--- config.mk ---
export PLATFORM = sky130hd
export DESIGN_NAME = seq_debug_cmd_mailbox
export DESIGN_NICKNAME = d
export VERILOG_FILES = /design/src/rtl/seq_debug_cmd_mailbox.sv
export SDC_FILE = /design/constraint.sdc
export NUM_CORES = 1
export LEC_CHECK = 0
export CAP_MARGIN = 10
export CORE_ASPECT_RATIO = 1.2
export CORE_MARGIN = 10
export CORE_UTILIZATION = 56
export CTS_BUF_LIST = sky130_fd_sc_hd__clkbuf_8
export DETAILED_ROUTE_END_ITERATION = 10
export PLACE_DENSITY_LB_ADDON = 0.05
export SYNTH_ARGS = -nofsm -noshare
export SYNTH_HDL_FRONTEND = slang
export SYNTH_SLANG_ARGS = --single-unit
--- constraint.sdc ---
create_clock -name clk -period 17.3 [get_ports clk]
set_clock_uncertainty 0.15 [all_clocks]
set_input_delay 5.19 -clock clk [delete_from_list [all_inputs] [get_ports clk]]
set_output_delay 5.19 -clock clk [all_outputs]
set_load 0.02 [all_outputs]
--- src/rtl/seq_debug_cmd_mailbox.sv ---
// Host-to-sequencer debug command mailbox: Avalon-MM register window, valid/ready
// command hand-off to the sequencer core, completion tracking with a watchdog.
module seq_debug_cmd_mailbox #(
   parameter logic [31:0] DEBUG_BASE     = 32'h0001_53b4,
   parameter int          ADDR_WIDTH     = 20,
   parameter int          NUM_PARAMS     = 4,
   parameter int          CMD_WIDTH      = 8,
   parameter int          TIMEOUT_CYCLES = 65535,
   parameter logic [31:0] DEBUG_ID       = 32'h5D0B_0002
) (
   input  logic                      clk,
   input  logic                      reset,
   input  logic [ADDR_WIDTH-1:0]     avl_address,
   input  logic                      avl_write,
   input  logic                      avl_read,
   input  logic [31:0]               avl_writedata,
   output logic [31:0]               avl_readdata,
   output logic                      avl_readdatavalid,
   output logic                      cmd_valid,
   input  logic                      cmd_ready,
   output logic [CMD_WIDTH-1:0]      cmd_code,
   output logic [32*NUM_PARAMS-1:0]  cmd_params,
   input  logic                      cmd_done,
   input  logic [7:0]                cmd_result,
   output logic                      cmd_abort,
   output logic                      busy
);

   typedef enum logic [1:0] {IDLE = 2'd0, PENDING = 2'd1, BUSY = 2'd2, DONE = 2'd3} state_t;

   localparam int AW2 = ADDR_WIDTH - 2;
   localparam int CW  = (TIMEOUT_CYCLES > 0) ? $clog2(TIMEOUT_CYCLES + 1) : 1;
   localparam logic [CW-1:0] CNT_MAX  = {CW{1'b1}};
   localparam logic [CW-1:0] CNT_LAST = (TIMEOUT_CYCLES > 0) ? CW'(TIMEOUT_CYCLES - 1) : {CW{1'b0}};
   localparam logic [ADDR_WIDTH:0] WIN_LO = (ADDR_WIDTH+1)'(DEBUG_BASE);
   localparam logic [ADDR_WIDTH:0] WIN_HI = (ADDR_WIDTH+1)'(DEBUG_BASE + 32'(16 + 4*NUM_PARAMS));

   state_t          state;
   state_t          nxt;
   logic [CW-1:0]   cnt;
   logic [31:0]     req_cmd;
   logic [31:0]     params [NUM_PARAMS];
   logic [7:0]      result;
   logic            timeout;
   logic            overrun;

   logic            in_win;
   logic [AW2-1:0]  widx;
   logic [AW2-1:0]  pidx;
   logic            active;
   logic            wr_req;
   logic            wr_par;
   logic            wr_clr;
   logic            go_busy;
   logic            done_ev;
   logic            to_ev;
   logic [31:0]     rd_word;

   assign cmd_code = req_cmd[CMD_WIDTH-1:0];

   // Address decode and host write qualification
   always_comb begin
      in_win = ({1'b0, avl_address} >= WIN_LO) && ({1'b0, avl_address} < WIN_HI);
      widx   = avl_address[ADDR_WIDTH-1:2] - DEBUG_BASE[ADDR_WIDTH-1:2];
      pidx   = widx - AW2'(4);
      active = (state == PENDING) || (state == BUSY);
      wr_req = avl_write && in_win && (widx == AW2'(2));
      wr_clr = avl_write && in_win && (widx == AW2'(3)) && avl_writedata[31];
      wr_par = avl_write && in_win && (widx >= AW2'(4));
   end

   // Read data mux; parameter words are selected by their word index
   always_comb begin
      rd_word = 32'd0;
      if (widx == AW2'(0)) begin
         rd_word = DEBUG_ID;
      end else if (widx == AW2'(2)) begin
         rd_word = req_cmd;
      end else if (widx == AW2'(3)) begin
         rd_word = {16'd0, result, 4'd0, overrun, timeout, state};
      end else begin
         for (int i = 0; i < NUM_PARAMS; i++) begin
            if (widx >= AW2'(4) && pidx == AW2'(i)) begin
               rd_word = params[i];
            end else begin
               rd_word = rd_word;
            end
         end
      end
   end

   // Parameter words flattened onto the command bus
   always_comb begin
      cmd_params = '0;
      for (int i = 0; i < NUM_PARAMS; i++) begin
         cmd_params[32*i +: 32] = params[i];
      end
   end

   // Next state: core events act on BUSY/PENDING, host writes are judged on the current state
   always_comb begin
      nxt     = state;
      go_busy = 1'b0;
      done_ev = 1'b0;
      to_ev   = 1'b0;
      case (state)
         PENDING: begin
            if (cmd_valid && cmd_ready) begin
               nxt     = BUSY;
               go_busy = 1'b1;
            end else begin
               nxt = PENDING;
            end
         end
         BUSY: begin
            if (cmd_done) begin
               nxt     = DONE;
               done_ev = 1'b1;
            end else if ((TIMEOUT_CYCLES != 0) && (cnt == CNT_LAST)) begin
               nxt   = DONE;
               to_ev = 1'b1;
            end else begin
               nxt = BUSY;
            end
         end
         IDLE, DONE: begin
            if (wr_req) begin
               nxt = PENDING;
            end else if (wr_clr && (state == DONE)) begin
               nxt = IDLE;
            end else begin
               nxt = state;
            end
         end
         default: nxt = IDLE;
      endcase
   end

   // State, handshake outputs, watchdog, flags and register file
   always_ff @(posedge clk or posedge reset) begin
      if (reset) begin
         state             <= IDLE;
         cmd_valid         <= 1'b0;
         busy              <= 1'b0;
         cmd_abort         <= 1'b0;
         avl_readdatavalid <= 1'b0;
         avl_readdata      <= 32'd0;
         cnt               <= {CW{1'b0}};
         req_cmd           <= 32'd0;
         result            <= 8'd0;
         timeout           <= 1'b0;
         overrun           <= 1'b0;
         for (int i = 0; i < NUM_PARAMS; i++) begin
            params[i] <= 32'd0;
         end
      end else begin
         state             <= nxt;
         cmd_valid         <= (nxt == PENDING);
         busy              <= (nxt == PENDING) || (nxt == BUSY);
         cmd_abort         <= to_ev;
         avl_readdatavalid <= avl_read && in_win;
         avl_readdata      <= (avl_read && in_win) ? rd_word : 32'd0;

         if (go_busy) begin
            cnt <= {CW{1'b0}};
         end else if ((state == BUSY) && (cnt != CNT_MAX)) begin
            cnt <= cnt + CW'(1);
         end

         if (done_ev) begin
            result <= cmd_result;
         end else if (to_ev) begin
            result <= 8'hFF;
         end

         // The host clear is applied after any same-cycle core event
         if (wr_clr) begin
            timeout <= 1'b0;
            overrun <= 1'b0;
         end else begin
            if (to_ev) begin
               timeout <= 1'b1;
            end
            if ((wr_req || wr_par) && active) begin
               overrun <= 1'b1;
            end
         end

         if (wr_req && !active) begin
            req_cmd <= avl_writedata;
         end
         for (int i = 0; i < NUM_PARAMS; i++) begin
            if (wr_par && !active && (pidx == AW2'(i))) begin
               params[i] <= avl_writedata;
            end
         end
      end
   end

endmodule

==> impl_metrics.yaml, run 1 <==
clock_network:
  clk_latency_ns: 0.53
  cts-root-buf: "clkbuf_8"
  cts_tree: "built"
  ctsResizeCount: 0
  htree_levels: 2
  cts_buffer_depth: 3
  clock-sinks: 224
  postCtsSetupBuffers: 0
  postCtsHoldBufs: 0
  cts_buffers: 36
  clk_pin_slew_ns: 0.06
worst_setup_path:
  startpoint_type: "primary input"
  required_ns: 17.61
  end_kind: "flip-flop"
  crit_type: "in2reg"
  critical_path_arrival_ns: 8.91
  cp_max_fo: 38
timing:
  drv_slew: 0
  hold_viol: 0
  slew-limit-headroom_pct: 23.9
  finalSetupTns_ns: 0
  setup_viol: 0
  tightest_slew_ns: 1.14
  period_needed_ns: 8.60
  rsz0062_at_grt: "false"
  post-route-period-util_pct: 49.7
  max_freq_mhz: 116
global_route:
  use_met2_pct: 42.3
  grt_pass1_vias: 8253
  grt_max_degree: 86
  track_usage_pct: 25.2
  overflow: 0
  grt_pass1_wl_microns: 47400
  antenna_found_initial: 0
  use_met1_pct: 28.7
  grt_util_met3_pct: 9.48
  busiest_layer: "met2"
synth:
  yosys_warnings: 0
  ys_seq_area_share_pct: 55.1
  ys.flop_type: "dfrtp_1"
  yosysMostFrequentCell: "dfrtp_1"
  netlist.area_leader.share_pct: 55.1
  synthTopCellsByArea: "dfrtp_1 (55%), mux2_2 (12%), mux2_1 (5.6%), nand2_1 (2.8%), a22oi_1 (2.2%)"
  syn_inst: 814
  synth-seq-cells: 224
  synth_area_sq_um: 10200
  synthDistinctLibCells: 69
  ys_top_cells_by_count: "dfrtp_1 (224), mux2_2 (110), nand2_1 (77)"
  async_flop_share_pct: 100
  postSynthAreaPerCell_sq_um: 12.5
  synth_area_leader_cell: "dfrtp_1"
  synth_nets: 887
  synth_edf_count: 0
worst_hold_path:
  min_path_type: "reg2reg"
cells_and_area:
  fin_nets: 1115
  multi_input_area_sq_um: 4220
  fillers: 1225
  area_delta_synth_final_pct: 31.1
  antennaDiodeCount: 0
  drive_gt1_share_pct: 18.0
  seqCellArea_sq_um: 5610
floorplanning:
  ioPinCount: 238
  start_util_pct: 57.5
  core_area_sq_um: 17700
  dieArea_sq_um: 24000
  die_w_microns: 143
  die_h_microns: 168
  rows: 53
drt:
  drt_wl_total_microns: 30600
  ant_nets: 0
  dr.pass1.iters: 5
  drt-initial-drc-count: 390
  via_per_inst: 6.07
  drc: 0
  vias: 7805
  routedWlPerCell_microns: 23.8
placement:
  gp_congestion: 0.881
  io_buffers: 235
  dpl.hpwl_microns: 20000
pwr:
  p_per_area_nw_per_um2: 85.5
  power.total_mw: 1.14
  leakagePower_nw: 6.23
  ir_drop_mv: 0.0590
run_status:
  status: "finished clean"
flow_run:
  max-cap-violations: 0
==> metal layers <==
| layer | vias up | share of wire, % | routed length [microns] |
|---|---|---|---|
| li1 | 3460 | - | - |
| met1 | 3965 | 38 | 11600 |
| met2 | 320 | 49 | 15000 |
| met3 | 60 | 11 | 3280 |
| met4 | 0 | 2.5 | 750 |
| met5 | - | 0 | 0 |
==> sequential cells by signal (all words and copies together) (netlist names) <==
signal and count:
avl_readdata 32, cmd_params 128, state 2, busy 1
timeout 1, cnt 16, avl_readdatavalid 1, overrun 1
req_cmd 32, cmd_valid 1, result 8, cmd_abort 1
==> report_power, final <==
group	internal [mW]	switching [mW]
Clock	0.271	0.206
Combinational	0.0456	0.0601
Sequential	0.543	0.0155
==> worst max-delay path: stages <==
cell,delay (ns)
clkdlybuf4s50_1,0.45
buf_4,0.37
o211a_1,0.28
o21ai_1,0.10
o31a_1,0.30
a211oi_1,0.48
and2_1,0.36
nand3_4,0.53
a41oi_1,0.51
ha_1,0.28
inv_1,0.05
==> cells in the final DEF, fill, tap and decap left out, drive strengths merged, types with 4 or more instances in the layout <==
| cell type | n |
|---|---|
| ha | 7 |
| a221o | 6 |
| a22oi | 30 |
| xor2 | 11 |
| a221oi | 11 |
| clkdlybuf4s50 | 235 |
| a22o | 18 |
| o21ai | 27 |
| nand2 | 82 |
| a211oi | 12 |
| and3 | 9 |
| nand4 | 6 |
| nand3 | 11 |
| nand2b | 4 |
| nor3 | 7 |
| o221ai | 11 |
| o22a | 4 |
| and2 | 4 |
| buf | 10 |
| clkbuf | 50 |
| mux2 | 161 |
| dfrtp | 224 |
| nor2 | 31 |
| o32ai | 8 |
| inv | 21 |
| a21oi | 7 |
| or3 | 16 |
==> area by class of cell <==
cell class                      instances  share of cell area [%]
Clock buffer                           50                    5.16
Clock inverter                         12                   0.600
Inverter                               11                   0.366
Multi-Input combinational cell        524                    31.6
Sequential cell                       224                    42.0
Tap cell                              220                    2.06
Timing Repair Buffer                  245                    18.2
==> per-stage QoR <==
stage	setup WS (ns)	hold slack, ns	util (%)	instance area [sq um]	std cells
4_1_cts	8.73	0.341	75.4	13300	1286
5_1_grt	8.47	0.358	75.4	13300	1286
6_report	8.70	0.341	75.4	13300	1286
3_5_place_dp	8.18	0.327	71.0	12600	1224
2_1_floorplan	5.83	0.309	-	10200	814
3_3_place_gp	8.18	0.319	71.0	12600	1224
==> cell families (layout without fill, tap and decap cells) <==
kind of cell             Yosys count  in the layout  share of synthesized area (%)
AO/OA/AOI/OAI                    157            157                           11.9
XOR/XNOR                          14             14                           1.20
adder cells (fa/ha/maj)            7              7                          0.861
buffers and inverters             66            318                           3.92
flip-flops                       224            224                           55.1
multiplexers                     162            162                           17.9
AND/OR/NAND/NOR                  184            184                           9.11
==> path summary, 6_finish.rpt <==
check / from / to / slack (ns) / cells after the start
max in group asynchronous: reset / cmd_params[17] / 9.89 / 4
min: req_cmd[27] / req_cmd[27] / 0.34 / 1
min in group asynchronous: reset / cmd_params[21] / 5.00 / 2
max: avl_address[2] / busy / 8.70 / 11
max reg2reg: state[0] / busy / 14.45 / 7
min reg2reg: req_cmd[27] / req_cmd[27] / 0.34 / 1
No activity file was read; power rests on OpenSTA's default activity.
==> run 2, diff against run 1 <==
Settings changed: CORE_UTILIZATION 56 to 52.
Clock period 17.3 ns to 8 ns, I/O delays scaled along.
==> run 2 against run 1 <==
Effect of this change: count of clock-buffer cells in the layout down 9; via count is 1.7% lower; total power grew 110%; routed wire length fell by 0.68%; highest routed layer unchanged; final area fell by 0.43%.
==> impl_metrics.yaml, run 2 (synthesis results as in run 1) <==
clock_network:
  cts-root-buf: "clkbuf_8"
  clk_pin_slew_ns: 0.06
  cts_buffers: 37
  clock-sinks: 224
  cts_buffer_depth: 3
  htree_levels: 2
  cts_tree: "built"
  ctsResizeCount: 0
  clk_latency_ns: 0.53
  postCtsSetupBuffers: 0
  postCtsHoldBufs: 0
cells_and_area:
  fin_nets: 1115
  drive_gt1_share_pct: 17.3
  finalCoreUtilization_pct: 68.5
  largest_reg_flops: 128
  instances_no_fill: 1319
  final_cell_mix: "clkdlybuf4s50_1 (235), dfrtp_1 (224), mux2_2 (110), nand2_1 (77), mux2_1 (51)"
  final_common_cell: "clkdlybuf4s50_1"
  area_delta_synth_final_pct: 30.6
  antennaDiodeCount: 0
timing:
  period_needed_ns: 5.89
  rsz0062_at_grt: "false"
  fin_ws_ns: 2.11
  setup_viol: 0
  post-route-period-util_pct: 73.6
  max_freq_mhz: 170
  drv_slew: 0
  slew-limit-headroom_pct: 22.7
  tightest_slew_ns: 1.16
  finalSetupTns_ns: 0
  hold_viol: 0
worst_setup_path:
  crit_cells: 11
  critPathMaxStageDelay_ns: 0.53
  crit_buf_inv: 3
  required_ns: 8.32
  end_kind: "flip-flop"
  cp_max_fo: 38
  worst_r2r_path_depth: 7
  critical_path.top_delay_family: "compound AO/OA/AOI/OAI gates"
  startpoint_type: "primary input"
  critPathSlowestCell: "a211oi_1"
  critical_path_arrival_ns: 6.20
  crit_type: "in2reg"
  path_cells: "clkdlybuf4s50_1, buf_4, o211a_1, o21ai_1, o31a_1, a211oi_1, and2_1, nand3_4, a41oi_1, ha_1, inv_1"
worst_hold_path:
  min_path_type: "reg2reg"
  holdPathStages: 1
flow_run:
  max-cap-violations: 0
drt:
  drt-initial-drc-count: 443
  drc: 0
  ant_nets: 0
  vias: 7675
  via_per_inst: 5.82
  routedWlPerCell_microns: 23.0
  dr.pass1.iters: 7
  drt_wl_total_microns: 30400
global_route:
  track_usage_pct: 23.4
  use_met2_pct: 38.9
  grt_pass1_vias: 8050
  overflow: 0
  use_met1_pct: 27.9
  grt_pass1_wl_microns: 47300
  grt_util_met3_pct: 8.07
  antenna_found_initial: 0
  busiest_layer: "met2"
  grt_max_degree: 149
placement:
  io_buffers: 235
  dp_cells: 1264
  dpl.hpwl_microns: 20000
  dpl_worst_slack_ns: 1.62
  gp_congestion: 0.849
floorplanning:
  dieArea_sq_um: 25600
  die_h_microns: 173
  die_w_microns: 148
  ioPinCount: 238
  start_util_pct: 52.4
  rows: 56
  core_area_sq_um: 19400
pwr:
  ir_drop_mv: 0.112
  power.total_mw: 2.37
  leakagePower_nw: 6.16
  p_per_area_nw_per_um2: 179
run_status:
  status: "finished clean"
-- run 2: routing by layer --
layer / part of all wire (%) / up-vias
li1: - / 3455
met1: 40 / 3887
met2: 50 / 284
met3: 8.6 / 49
met4: 2.1 / 0
met5: 0 / -
-- run 2: power breakdown --
group | internal [mW] | switching [mW] | leakage (nW)
Clock | 0.497 | 0.440 | 0.369
Combinational | 0.0998 | 0.131 | 2.69
Sequential | 1.18 | 0.0315 | 3.10
Total | 1.77 | 0.602 | 6.16
-- run 2: path summary, 6_finish.rpt --
| check | start | end | slack [ns] |
|---|---|---|---|
| max | avl_address[2] | busy | 2.11 |
| min | req_cmd[19] | req_cmd[19] | 0.33 |
| max reg2reg | state[0] | busy | 5.13 |
| min reg2reg | req_cmd[19] | req_cmd[19] | 0.33 |
| max in group asynchronous | reset | cmd_params[69] | 4.63 |
| min in group asynchronous | reset | cmd_params[2] | 2.27 |
-- run 2: cell type report --
class,count,area [sq um]
fill,1481,6120
timing repair buffer,244,2430
sequential,224,5610
clock inverter,14,93.8
multi-input combinational,524,4220
clock buffer,41,564
tap,261,327
inverter,11,45.0
-- run 2: through the flow --
stage / hold slack (ns) / cell area [sq um]
detailed placement: 0.326 / 12600
finish: 0.334 / 13300
floorplan: 0.309 / 10200
global placement: 0.318 / 12600
global route: 0.365 / 13300
CTS: 0.338 / 13300
==> run 3, diff against run 2 <==
Clock period 8 ns to 5.5 ns, I/O delays scaled along.
==> run 3 against run 2 <==
Effect of this change: worst setup slack worse by 1.1 ns; register-to-register slack got worse by 2.2 ns; largest power group unchanged; core utilization grew 1.0 points; die area unchanged; critical path type unchanged.
==> impl_metrics.yaml, run 3 (synthesis results as in run 1) <==
worst_setup_path:
  startpoint_type: "primary input"
  crit_type: "in2reg"
  required_ns: 5.76
  r2r-start: "state[0]"
  worst_r2r_path_depth: 8
  worstSetupStartpoint: "avl_address[5]"
  end_kind: "flip-flop"
  cp_max_fo: 19
  critical_path_arrival_ns: 4.78
timing:
  hold_viol: 0
  rsz0062_at_grt: "false"
  slew-limit-headroom_pct: 22.1
  max_freq_mhz: 221
  holdWs_ns: 0.336
  finalSetupTns_ns: 0
  drv_slew: 0
  setup_viol: 0
  post-route-period-util_pct: 82.2
  period_needed_ns: 4.52
  tightest_slew_ns: 1.17
drt:
  via_per_inst: 5.74
  drt_wl_total_microns: 30600
  routedWlPerCell_microns: 22.8
  drt-initial-drc-count: 367
  vias: 7727
  dr.pass1.iters: 5
  ant_nets: 0
  drc: 0
worst_hold_path:
  min_from: "req_cmd[19]"
  holdPathStages: 1
  min_path_type: "reg2reg"
floorplanning:
  ioPinCount: 238
  rows: 56
  die_w_microns: 148
  die_h_microns: 173
  dieArea_sq_um: 25600
  core_area_sq_um: 19400
  start_util_pct: 52.4
clock_network:
  cts-root-buf: "clkbuf_8"
  cts_tree: "built"
  postCtsHoldBufs: 0
  postCtsSetupBuffers: 0
  ctsResizeCount: 0
  htree_levels: 2
  cts_buffer_depth: 3
  clock-sinks: 224
  clk_latency_ns: 0.53
  cts_buffers: 37
  clk_pin_slew_ns: 0.06
global_route:
  grt_pass1_wl_microns: 47900
  track_usage_pct: 23.6
  antenna_found_initial: 0
  use_met1_pct: 27.8
  grt_max_degree: 173
  use_met2_pct: 39.6
  grt_util_met3_pct: 7.86
  grt_pass1_vias: 8166
  overflow: 0
  busiest_layer: "met2"
cells_and_area:
  antennaDiodeCount: 0
  final_common_cell: "clkdlybuf4s50_1"
  fin_nets: 1133
  drive_gt1_share_pct: 19.3
  final_cell_mix: "clkdlybuf4s50_1 (235), dfrtp_1 (224), mux2_2 (110), nand2_1 (77), mux2_1 (51)"
  fillers: 1502
  largest_reg_flops: 128
  stdcell_area_sq_um: 13500
  area_delta_synth_final_pct: 32.5
pwr:
  leakagePower_nw: 6.29
  p_per_area_nw_per_um2: 261
  power.total_mw: 3.51
  ir_drop_mv: 0.174
placement:
  place_area_sq_um: 12800
  io_buffers: 235
  dpl.hpwl_microns: 21200
  gp_congestion: 0.842
flow_run:
  max-cap-violations: 0
run_status:
  status: "finished clean"
[run 3: cell types whose count changed in the layout (fill, tap and decap cells not counted)]
cell	before	now
clkbuf_8	41	47
inv_8	1	0
inv_6	0	1
clkinv_2	0	5
bufinv_16	1	0
buf_4	8	26
clkinvlp_4	3	1
[run 3: path summary, 6_finish.rpt]
check | slack (ns) | end
worst max register to register | 2.93 | busy
worst max-delay path | 0.98 | avl_readdata[13]
min in group asynchronous | 1.54 | cmd_params[98]
worst min-delay path | 0.34 | req_cmd[19]
max in group asynchronous | 2.86 | cmd_params[7]
worst min register to register | 0.34 | req_cmd[19]
[run 3: worst max-delay path, stage by stage]
cell and delay [ns]:
clkdlybuf4s50_1 0.61, o211a_1 0.29, o21ai_1 0.10, o31a_1 0.30, a211oi_1 0.49, and2_1 0.37, nand2_1 0.56, o221ai_1 0.40
[run 3: area by class of cell]
class	instances	area, sq um	area share (%)
sequential	224	5610	41.6
timing repair buffer	262	2570	19.0
tap	261	327	2.42
inverter	11	45.0	0.334
clock buffer	47	647	4.80
multi-input combinational	524	4220	31.3
clock inverter	16	71.3	0.529
[run 3: stage by stage]
step | util (%) | setup slack, ns | std cells
global placement | 65.8 | 0.496 | 1282
global route | 69.5 | 0.821 | 1345
floorplan | - | 0.776 | 814
finish | 69.5 | 0.980 | 1345
CTS | 69.5 | 0.991 | 1345
detailed placement | 65.8 | 0.484 | 1282
[run 3: power breakdown]
group          switching, mW  leakage [nW]  internal, mW
sequential            0.0496          3.10          1.71
combinational          0.187          2.77         0.145
clock                  0.657         0.415         0.767
total                  0.893          6.29          2.62
[run 3: per-layer routing]
metal  wire, microns  share of wire, %
met2           15200                50
met1           12200                40
met5               0                 0
met4             609               2.0
met3            2630               8.6
